===== src/rtl/fc_mem_responder.sv =====
// Memory-side responder for the FC data loader: single-beat read/write requests serviced on a synchronous SRAM port.
// Optional build macro FC_MEM_RANGE_CHK_EN: drop out-of-range requests and raise a sticky err flag.
module fc_mem_responder #(
  parameter int ADDR_W = 26,
  parameter int DATA_W = 32,
  parameter int MEM_AW = 16,
  parameter int RD_LAT = 2
) (
  input  logic              clk,
  input  logic              rst_n,
  input  logic              wvalid,
  output logic              wready,
  input  logic [ADDR_W-1:0] waddr,
  input  logic [DATA_W-1:0] wdata,
  input  logic              rvalid,
  output logic              rready,
  input  logic [ADDR_W-1:0] raddr,
  output logic [DATA_W-1:0] rdata,
  output logic              mem_cs,
  output logic              mem_we,
  output logic [MEM_AW-1:0] mem_addr,
  output logic [DATA_W-1:0] mem_wdata,
  input  logic [DATA_W-1:0] mem_rdata,
  output logic              err
);

  typedef enum logic [1:0] {S_IDLE, S_WR, S_RD, S_RACK} state_t;

  state_t     state;
  logic [2:0] cnt;

`ifdef FC_MEM_RANGE_CHK_EN
  logic wr_oor;
  logic rd_oor_now;
  logic rd_oor;

  assign wr_oor     = |waddr[ADDR_W-1:MEM_AW];
  assign rd_oor_now = |raddr[ADDR_W-1:MEM_AW];
`else
  logic unused_upper_bits;

  assign unused_upper_bits = ^{waddr[ADDR_W-1:MEM_AW], raddr[ADDR_W-1:MEM_AW]};
  assign err = 1'b0;
`endif

  // Capture happens one cycle after the SRAM data first appears, giving an ack RD_LAT+1 cycles after the request edge.
  always_ff @(posedge clk or negedge rst_n) begin
    if (!rst_n) begin
      state     <= S_IDLE;
      cnt       <= 3'd0;
      wready    <= 1'b0;
      rready    <= 1'b0;
      mem_cs    <= 1'b0;
      mem_we    <= 1'b0;
      mem_addr  <= '0;
      mem_wdata <= '0;
      rdata     <= '0;
`ifdef FC_MEM_RANGE_CHK_EN
      rd_oor    <= 1'b0;
      err       <= 1'b0;
`endif
    end else begin
      wready <= 1'b0;
      rready <= 1'b0;
      mem_cs <= 1'b0;
      mem_we <= 1'b0;
      case (state)
        S_IDLE: begin
          if (wvalid) begin
`ifdef FC_MEM_RANGE_CHK_EN
            mem_cs <= !wr_oor;
            mem_we <= !wr_oor;
            if (wr_oor) err <= 1'b1;
`else
            mem_cs <= 1'b1;
            mem_we <= 1'b1;
`endif
            mem_addr  <= waddr[MEM_AW-1:0];
            mem_wdata <= wdata;
            state     <= S_WR;
          end else if (rvalid) begin
`ifdef FC_MEM_RANGE_CHK_EN
            mem_cs <= !rd_oor_now;
            rd_oor <= rd_oor_now;
            if (rd_oor_now) err <= 1'b1;
`else
            mem_cs <= 1'b1;
`endif
            mem_addr <= raddr[MEM_AW-1:0];
            cnt      <= 3'(RD_LAT);
            state    <= S_RD;
          end
        end
        S_WR: begin
          wready <= 1'b1;
          state  <= S_IDLE;
        end
        S_RD: begin
          if (cnt == 3'd0) begin
`ifdef FC_MEM_RANGE_CHK_EN
            rdata <= rd_oor ? '0 : mem_rdata;
`else
            rdata <= mem_rdata;
`endif
            rready <= 1'b1;
            state  <= S_RACK;
          end else begin
            cnt <= cnt - 3'd1;
          end
        end
        S_RACK: begin
          state <= S_IDLE;
        end
        default: begin
          state <= S_IDLE;
        end
      endcase
    end
  end

endmodule


===== config.mk =====
export PLATFORM = sky130hd
export DESIGN_NAME = fc_mem_responder
export DESIGN_NICKNAME = d
export VERILOG_FILES = /design/src/rtl/fc_mem_responder.sv
export SDC_FILE = /design/constraint.sdc
export NUM_CORES = 1
export LEC_CHECK = 0
export BUFFER_PORTS_ARGS = -buffer_cell sky130_fd_sc_hd__buf_2
export CAP_MARGIN = 10
export CORE_MARGIN = 2
export CORE_UTILIZATION = 45
export DETAILED_ROUTE_END_ITERATION = 7
export PLACE_DENSITY = 0.87
export SLEW_MARGIN = 20
export SYNTH_ARGS = -nofsm -noshare
export SYNTH_HDL_FRONTEND = slang
export SYNTH_SLANG_ARGS = --single-unit
export TNS_END_PERCENT = 50

===== constraint.sdc =====
create_clock -name clk -period 2.8 [get_ports clk]
set_clock_uncertainty 0.2 [all_clocks]
set_input_delay 0.14 -clock clk [delete_from_list [all_inputs] [get_ports clk]]
set_output_delay 0.14 -clock clk [all_outputs]
set_load 0.05 [all_outputs]

* Yosys cells after proc, flatten, opt, wreduce, memory -nomap -nowiden
Cells that the tools add are included.
Word-level totals: flip-flop bits (word level) 89, output and inout bits 85, input bits 120, logic and storage cells 46
Operators by class: muxes and demuxes 18, $add $sub $neg 1, reduce and logical (&&, ||, !) cells 10, equality and inequality tests 8
Operators with widths (count):
- 16-bit two-way mux | 2
- 3-bit two-way mux | 3
- 1-bit two-way mux | 8
- 2-bit != test (second input constant) | 4
- 2-bit AND reduction | 4
- 2-bit two-way mux | 3
- 2-bit one-hot mux with 3 select lines | 1
- 3-bit one-hot mux with 2 select lines | 1
- 2-bit equality test (second input constant) | 2
- 4-bit AND reduction | 1
- 2-bit nonzero test | 2
- 3-bit zero test | 1
- 3-bit != test (second input constant) | 1
- 3-bit by 1-bit subtractor with 3-bit output (second input constant) | 1
- 2-bit by 1-bit equality test with 1-bit output (second input constant) | 1
- 2-bit zero test | 1
- 2-bit OR reduction | 1

* Logic depth before layout (Yosys ltp)
Gate-level depths: netlist of the first run.
depth in word-level cells 3, mapped depth 7, mapped depth without buffers 6

* Worst setup path before layout of the first run
OpenSTA, ideal clock, no wires.
path kind reg-to-reg, start point register cnt[0], end point register rdata[10], buffers on the path 1, period minus slack after synthesis 1789 ps, stages on the path, launching flop included 7, data arrival time 1464 ps, setup slack 1011 ps, cell sequence dfrtp_1 inv_1 ha_1 ha_1 nand3b_4 buf_2 mux2_2
Between the ends: word-level cells in the longest chain between the ends 2
Ends and longest elaborated chain:
- start, declared | line 30 | logic [2:0] cnt;
- start signal, assigned | line 90 | cnt <= 3'(RD_LAT);
- start signal, assigned | line 108 | cnt <= cnt - 3'd1;
- 3-bit zero test | line 99 | if (cnt == 3'd0) begin
- 2-bit AND reduction (no line)
- end signal, assigned | line 103 | rdata <= mem_rdata;
- end, declared | line 18 | output logic [DATA_W-1:0] rdata,
No other way between the ends. A chain may end at the register's enable or synchronous reset.

* Worst setup path after layout of the first run
start point register cnt[1], end point register rdata[21]
The elaborated chain is that of the path after synthesis.

==> impl_metrics.toml, run 1 <==
[timing]
slew_headroom_pct = 47.18
tightest_slew_ps = 792.3
rsz0062_at_grt = "no"
setup_tns_ps = 0
slew_violations = 0
finalHoldViolCount = 0
fmax_mhz = 479.1
fin_crit_ps = 2087
final.period_utilization_pct = 74.54
finalSetupViolations = 0

[logic_synthesis]
ys_top_cells_by_area = "dfrtp_1 62%, mux2_2 29%, buf_6 1.3%"
yosysSeqAreaShare_pct = 61.91
synth_seq_cells = 89
synth_top_area_cell = "dfrtp_1"
syn_avg_cell_area_um2 = 16.13
synth_top_area_share_pct = 61.91
synth_nets = 345
yosysWarningCount = 0
synth_cell_types = 25
syn_area_mm2 = 0.003597
synth_cells = 223

[worst_setup_path]
critPathKind = "reg2reg"
cpMostUsedCell = "ha_1"
crit_arrival_ps = 2100
path_depth = 5
cp_cell_sequence = "inv_1, ha_1, ha_1, nand3b_4, mux2_2"
critPathLaunchType = "register"
r2r_cells = 5
worst_ep_required_time_ps = 2810
max_stage_delay_ps = 430
critPathMaxFanout = 33
crit_start = "cnt[1]$_DFFE_PN0P_"
reg2reg_slack_ps = 710
cp_top_family = "adder cells"
path_buf_inv = 1
r2r_start = "cnt[1]$_DFFE_PN0P_"
cp_slowest_cell = "mux2_2"
worstReg2RegEnd = "rdata[21]$_DFFE_PN0P_"
worstSetupEndpointType = "register"
crit_end = "rdata[21]$_DFFE_PN0P_"

[cells_and_area]
area_delta_synth_final_pct = 61.63
layout.cells.most_common = "buf_2"
drive_gt1_share_pct = 57.76
mostFrequentLayoutCells = "182 x buf_2, 98 x dlygate4sd3_1, 92 x mux2_2, 89 x dfrtp_1, 9 x clkbuf_8"
fin_nets = 626
ff_latch_area_mm2 = 0.002227
multiInputGateArea_mm2 = 0.001256
fin_util_pct = 75.24
fillers = 441

[clock_network]
clk_pin_slew_worst_paths_ps = 80
clock_path_buffers = 2
post_cts_buffers = 0
cts.htree.levels = 3
cts_resized = 0
cts.sinks = 89
clk_latency_ps = 330
numCtsBuffers = 9
tritoncts = "built"
cts_root_buf = "clkbuf_8"

[global_routing]
grt_pass1_vias = 3167
grt_usage_pct = 22.08
grt_pass1_wl_um = 14830
antenna_found_initial = 0
grt_max_degree = 90
overflow = 0

[power_and_ir_drop]
power_density_mw_per_mm2 = 1325
p_leak_nw = 2.808
peakVddDrop_v = 0.0008118

[min_path]
hold_class = "in2reg"
hold_depth = 2
hold_start = "wvalid"

[placed_design]
dpl.hpwl_um = 5303
portBuffers = 183
gp_congestion = 0.7845

[drt]
dr.pass1.iters = 4
wl_um = 9621
wl_per_cell_um = 15.72
vias_per_cell = 4.757
drtIter0Drc = 74
ant_nets = 0
drcViolationCount = 0
via_count = 2911

[floorplanning]
num_io_pins = 205
rows = 32
start_util_pct = 46.55
core_mm2 = 0.007727
die_h_um = 93.41
die_area_mm2 = 0.008724
die_x_um = 93.41

[job]
drv_cap = 0

[outcome]
outcome = "finished clean"
flip-flops by register name (all words and copies together), names as in the netlist:
register	cells
cnt	3
mem_addr	16
mem_cs	1
mem_wdata	32
mem_we	1
rdata	32
rready	1
state	2
wready	1
kinds of logic (layout without fill, tap and decap cells):
kind of cell,after synthesis,count (layout),share of synthesized area (%)
multiplexers,96,96,30.05
flip-flops,89,89,61.91
AO/OA/AOI/OAI,7,7,1.183
buffers and inverters,17,303,3.165
other,1,2,0.1042
adder cells (fa/ha/maj),2,2,0.6955
AND/OR/NAND/NOR,11,11,2.888
cell type report:
type,count,area share (%)
timing repair buffer,282,33.08
antenna,1,0.04304
multi-input combinational,117,21.61
inverter,5,0.3228
clock buffer,11,2.260
clock inverter,5,2.195
tap,102,2.195
sequential,89,38.30
metrics by stage:
step	total power [mW]	hold WS, ps	setup slack, ps	cell area (um^2)	std cells
2_1_floorplan	5.537	-355.6	1011	3597	223
3_3_place_gp	6.333	162.5	776.4	4568	497
3_5_place_dp	6.464	168.6	723.3	4568	497
4_1_cts	7.696	139.7	706.0	5808	611
5_1_grt	8.040	173.3	578.6	5812	611
6_report	7.703	170.4	712.9	5814	612
metal layers:
layer	track usage, %	wire (um)	up-vias
li1	-	-	1350
met1	23.83	3600	1393
met2	41.07	5068	135
met3	4.029	630	33
met4	10.91	321	0
met5	0	0	-
synth_stat cells:
library cell   n
mux2_2        92
dfrtp_1       89
inv_1          5
buf_2          4
buf_4          4
buf_6          4
mux2_1         4
a21oi_1        3
ha_1           2
a211oi_1       1
and2_1         1
conb_1         1
nand2b_1       1
nand3b_4       1
nor2_1         1
nor2b_1        1
nor3_1         1
nor3_4         1
nor3b_1        1
nor3b_4        1
o21ai_0        1
o22a_1         1
o22ai_1        1
or2_2          1
or4_1          1
where the power goes:
part	switching (mW)	internal (mW)	leakage, nW
combinational	3.00	1.29	1.64
clock	0.423	0.684	0.124
sequential	0.366	1.94	1.05
what timing repair did:
item | 4_1_cts | 5_1_grt
setup endpoints to repair | 0 | 0
hold endpoints to repair | 170 | 0
hold buffers | 98 | 0
how the worst min path moves through the flow:
stage	to	slack (ps)
5_1_grt	mem_we$_DFF_PN0_	170
2_1_floorplan	cnt[0]$_DFFE_PN0P_	-360
6_report	mem_we$_DFF_PN0_	170
3_3_place_gp	mem_wdata[2]$_DFFE_PN0P_	160
4_1_cts	mem_we$_DFF_PN0_	140
3_5_place_dp	mem_wdata[16]$_DFFE_PN0P_	170
No activity file was read; power rests on OpenSTA's default activity.
==> inputs of run 2 (changes only) <==
CORE_UTILIZATION = 40   (was 45)
PLACE_DENSITY = 0.82   (was 0.87)
clock period = 1.9 ns   (was 2.8 ns; I/O delays follow)
==> impl_metrics.toml, run 2 (synthesis results as in run 1) <==
[outcome]
outcome = "finished clean"

[worst_setup_path]
worstReg2RegEnd = "rdata[29]$_DFFE_PN0P_"
max_stage_delay_ps = 370
critPathKind = "reg2reg"
critPathMaxFanout = 16
r2r_cells = 6
critPathLaunchType = "register"
cp_top_family = "adder cells"
cp_cell_sequence = "inv_1, ha_1, ha_1, nand3b_4, clkbuf_16, mux2_2"
cpMostUsedCell = "ha_1"
worst_ep_required_time_ps = 1930
reg2reg_slack_ps = 70
path_depth = 6
worstSetupEndpointType = "register"
crit_arrival_ps = 1860
r2r_start = "cnt[0]$_DFFE_PN0P_"
path_buf_inv = 2
cp_slowest_cell = "dfrtp_1"

[cells_and_area]
area_delta_synth_final_pct = 63.97
top_regs = "mem_wdata x32, rdata x32, mem_addr x16"
multiInputGateArea_mm2 = 0.001261
finalInstanceArea_mm2 = 0.005898
drive_gt1_share_pct = 58.49
num_antenna_cells = 0
fin_cells = 626
mostFrequentLayoutCells = "182 x buf_2, 99 x dlygate4sd3_1, 92 x mux2_2, 89 x dfrtp_1, 9 x clkbuf_8"
fillers = 603
ff_latch_area_mm2 = 0.002227
layout.cells.most_common = "buf_2"
fin_nets = 635

[placed_design]
place_inst = 510
dpl_cell_area_mm2 = 0.004666
gp_congestion = 0.7113
portBuffers = 183
dpl.hpwl_um = 5546

[global_routing]
overflow = 0
grt_pass1_vias = 3263
antenna_found_initial = 0
grt_pass1_wl_um = 15200
grt_max_degree = 38
grt_usage_pct = 19.55

[timing]
finalHoldViolCount = 0
rsz0062_at_grt = "no"
fmax_mhz = 547.8
slew_violations = 0
setup_tns_ps = 0
fin_crit_ps = 1825
finalSetupViolations = 0
final.period_utilization_pct = 96.08

[clock_network]
cts_root_buf = "clkbuf_8"
numCtsBuffers = 9
clk_latency_ps = 350
cts.htree.levels = 3
post_cts_buffers = 0
cts.sinks = 89
tritoncts = "built"
clock_path_buffers = 2
clk_pin_slew_worst_paths_ps = 90

[drt]
vias_per_cell = 4.674
drcViolationCount = 0
drtIter0Drc = 45
ant_nets = 0
via_count = 2926
wl_per_cell_um = 15.48
dr.pass1.iters = 4
wl_um = 9693

[floorplanning]
die_area_mm2 = 0.009767
core_mm2 = 0.008721
die_x_um = 98.83
rows = 34
start_util_pct = 41.25
num_io_pins = 205
die_h_um = 98.83

[power_and_ir_drop]
peakVddDrop_v = 0.001019
power_mw = 11.22
power_density_mw_per_mm2 = 1903
p_leak_nw = 2.850

[min_path]
hold_class = "in2async"

[job]
drv_cap = 0
run 2: changes by cell type in the layout (fill, tap and decap cells not counted):
cell / change
buf_12: +3
clkinv_2: +1
diode_2: -1
a211oi_2: +1
clkinvlp_4: +1
o21ai_1: +1
clkbuf_16: +1
dlygate4sd3_1: +1
o21ai_0: -1
buf_6: -1
buf_4: +5
a211oi_1: -1
bufinv_16: -2
run 2: area by class of cell:
cell class                      instances  area share [%]
Tap cell                              108           2.291
Clock inverter                          5           1.358
Timing Repair Buffer                  291           34.66
Inverter                                5          0.3182
Sequential cell                        89           37.76
Clock buffer                           11           2.227
Multi-Input combinational cell        117           21.38
run 2: repair_timing:
action | CTS | global route
gates resized for setup | 0 | 2
hold buffers | 99 | 0
hold endpoints to repair | 171 | 0
setup endpoints to repair | 0 | 9
run 2: worst max-delay path by stage:
| stage | from | endpoint |
|---|---|---|
| detailed placement | cnt[0]$_DFFE_PN0P_ | state[0]$_DFFE_PN0P_ |
| CTS | cnt[0]$_DFFE_PN0P_ | state[0]$_DFFE_PN0P_ |
| floorplan | cnt[0]$_DFFE_PN0P_ | rdata[10]$_DFFE_PN0P_ |
| global placement | cnt[0]$_DFFE_PN0P_ | state[0]$_DFFE_PN0P_ |
| global route | cnt[0]$_DFFE_PN0P_ | state[0]$_DFFE_PN0P_ |
| finish | cnt[0]$_DFFE_PN0P_ | rdata[29]$_DFFE_PN0P_ |
run 2: per-stage QoR:
stage / hold WS, ps / worst slack, ps / utilization [%]
6_report: 34.25 / 74.54 / 67.63
4_1_cts: 23.26 / 48.86 / 67.29
3_3_place_gp: -132.2 / 133.7 / 53.50
3_5_place_dp: -127.2 / 79.99 / 53.50
5_1_grt: 48.06 / 13.63 / 67.63
2_1_floorplan: -400.6 / 110.9 / -
run 2: worst register-to-register path, stage by stage (launching register included):
cell	delay, ps
dfrtp_1	370
inv_1	70
ha_1	200
ha_1	220
nand3b_4	120
clkbuf_16	200
mux2_2	340
run 2: where the power goes:
part	switching, mW	leakage [nW]	internal (mW)	total (mW)
Combinational	4.44	1.70	2.02	6.46
Clock	0.651	0.0995	0.740	1.39
Sequential	0.509	1.05	2.86	3.37
Total	5.60	2.85	5.62	11.2
run 2: routing by layer:
| layer | GRT usage (%) | wire [um] |
|---|---|---|
| met1 | 21.12 | 3620 |
| met3 | 5.319 | 622 |
| met2 | 37.27 | 5316 |
| met5 | 0 | 0 |
| met4 | 5.269 | 133 |
==> inputs of run 3 (changes only) <==
ABC_AREA = 1   (was unset)
CAP_MARGIN = 20   (was 10)
PLACE_DENSITY = 0.81   (was 0.82)
==> impl_metrics.toml, run 3 <==
[clock_network]
cts_root_buf = "clkbuf_8"
cts_hold_buf = 100
post_cts_buffers = 0
clk_pin_slew_worst_paths_ps = 80
cts.htree.levels = 3
cts.sinks = 89
clk_latency_ps = 340
cts_resized = 0
clock_path_buffers = 2
numCtsBuffers = 9
tritoncts = "built"

[floorplanning]
core_mm2 = 0.009196
num_io_pins = 205
start_util_pct = 41.14
die_area_mm2 = 0.01025
die_h_um = 101.3
rows = 35
die_x_um = 101.3

[worst_setup_path]
critPathKind = "reg2reg"
r2r_cells = 5
reg2reg_slack_ps = 170
r2r_start = "state[1]$_DFFE_PN0P_"
worst_ep_required_time_ps = 1970
critPathLaunchType = "register"
worstReg2RegEnd = "mem_wdata[28]$_DFFE_PN0P_"
crit_arrival_ps = 1800
worstSetupEndpointType = "register"
critPathMaxFanout = 33
crit_start = "state[1]$_DFFE_PN0P_"

[logic_synthesis]
synth_top_area_cell = "dfrtp_1"
syn_avg_cell_area_um2 = 8.658
synth_flop_cell = "dfrtp_1"
ys_top_cells_by_area = "dfrtp_1 59%, nand2_1 23%, o21ai_0 3.8%"
synth_edf_count = 0
synth_cell_types = 23
synth_cells = 437
yosysWarningCount = 0
synth_seq_cells = 89
synth_top_area_share_pct = 58.86
synth_most_common_cell = "nand2_1"
synth_nets = 559
async_flop_share_pct = 100.0
yosysSeqAreaShare_pct = 58.86
syn_area_mm2 = 0.003784
synth_common_cells = "236 x nand2_1, 89 x dfrtp_1, 29 x o21ai_0"

[power_and_ir_drop]
intPower_mw = 4.877
swShare_pct = 54.52
p_seq_share_pct = 31.1
clockPowerShare_pct = 12.1
power_density_mw_per_mm2 = 1803
p_comb_share_pct = 56.8
peakVddDrop_v = 0.0009402
p_switching_mw = 5.846
p_leak_nw = 3.390

[global_routing]
grt_pass1_wl_um = 17570
grt.busiest_layer = "met2"
grt_usage_pct = 21.61
grtUsageMet2_pct = 40.14
overflow = 0
antenna_found_initial = 0
use_met3_pct = 4.348
grt_pass1_vias = 3996
grt_max_degree = 45
grt.met1_usage_pct = 23.14

[drt]
via_count = 3922
vias_per_cell = 4.720
drcViolationCount = 0
wl_per_cell_um = 13.59
dr.pass1.iters = 5
drtIter0Drc = 143
wl_um = 11290
ant_nets = 0

[timing]
setup_tns_ps = 0
finalHoldViolCount = 0
final.period_utilization_pct = 91.00
fin_crit_ps = 1729
rsz0062_at_grt = "no"
fmax_mhz = 578.3
tightest_slew_ps = 584.2
whs_ps = 8.193
slew_violations = 0
finalSetupViolations = 0
slew_headroom_pct = 61.05

[min_path]
hold_class = "in2reg"
whs_endpoint = "cnt[1]$_DFFE_PN0P_"
hold_start = "wvalid"
hold_depth = 4

[cells_and_area]
layout.cells.most_common = "nand2_1"
mostFrequentLayoutCells = "236 x nand2_1, 182 x buf_2, 100 x dlygate4sd3_1, 89 x dfrtp_1, 29 x o21ai_0"
area_delta_synth_final_pct = 57.18
top_regs = "mem_wdata x32, rdata x32, mem_addr x16"
fin_nets = 837
fillers = 715
num_antenna_cells = 0
ff_latch_area_mm2 = 0.002227
multiInputGateArea_mm2 = 0.001287
drive_gt1_share_pct = 30.97

[placed_design]
dpl.hpwl_um = 6395
gp_congestion = 0.8138
portBuffers = 183

[outcome]
outcome = "finished clean"

[job]
drv_cap = 0
-- run 3: kinds of logic after synthesis --
family / synth area share [%]
simple gates: 28.77
flops: 58.86
fa+ha+maj: 0.6613
buf+inv: 7.110
other cells: 0.09911
compound gates: 4.497
-- run 3: layer usage --
layer  wire [um]  share of wire (%)
met2        5749                 51
met4         469                4.2
met1        4408                 39
met5           0                  0
met3         663                5.9
-- run 3: cell type report --
| type | count | share of cell area (%) |
|---|---|---|
| repair buffers | 288 | 33.33 |
| clock buffers | 10 | 2.314 |
| flip-flops and latches | 89 | 37.45 |
| multi-input cells | 300 | 21.65 |
| clock inverters | 6 | 1.094 |
| inverters | 27 | 1.830 |
| well taps | 111 | 2.335 |
-- run 3: worst max-delay path: stages (launching register included) --
cell	delay, ps
dfrtp_1	540
nor2_8	210
nand2_4	100
inv_2	400
nand2_1	110
nand2_1	90
-- run 3: worst max-delay path by stage --
stage / to / cells after the start / slack, ps
global placement: mem_wdata[31]$_DFFE_PN0P_ / 5 / 240
finish: mem_wdata[28]$_DFFE_PN0P_ / 5 / 170
floorplan: rdata[22]$_DFFE_PN0P_ / 8 / 420
CTS: mem_wdata[28]$_DFFE_PN0P_ / 5 / 170
detailed placement: mem_wdata[28]$_DFFE_PN0P_ / 5 / 190
global route: mem_wdata[3]$_DFFE_PN0P_ / 5 / 6
-- run 3: per-stage QoR --
step	cell area, um^2	setup WS, ps	instances	power (mW)	utilization, %
after floorplan	3784	421.0	437	7.878	-
after global placement	4743	243.4	715	9.065	51.58
after detailed placement	4743	188.8	715	9.229	51.58
after CTS	5947	170.1	831	10.74	64.67
after global routing	5947	6.306	831	11.38	64.67
final	5947	170.9	831	10.72	64.67
-- run 3: power groups by stage --
stage	Sequential [mW]	Clock, mW	Combinational, mW
after detailed placement	3.34	0	5.89
after global placement	3.29	0	5.77
after global routing	3.44	1.44	6.50
after CTS	3.32	1.37	6.05
after floorplan	6.29	0	1.58
final	3.34	1.30	6.09
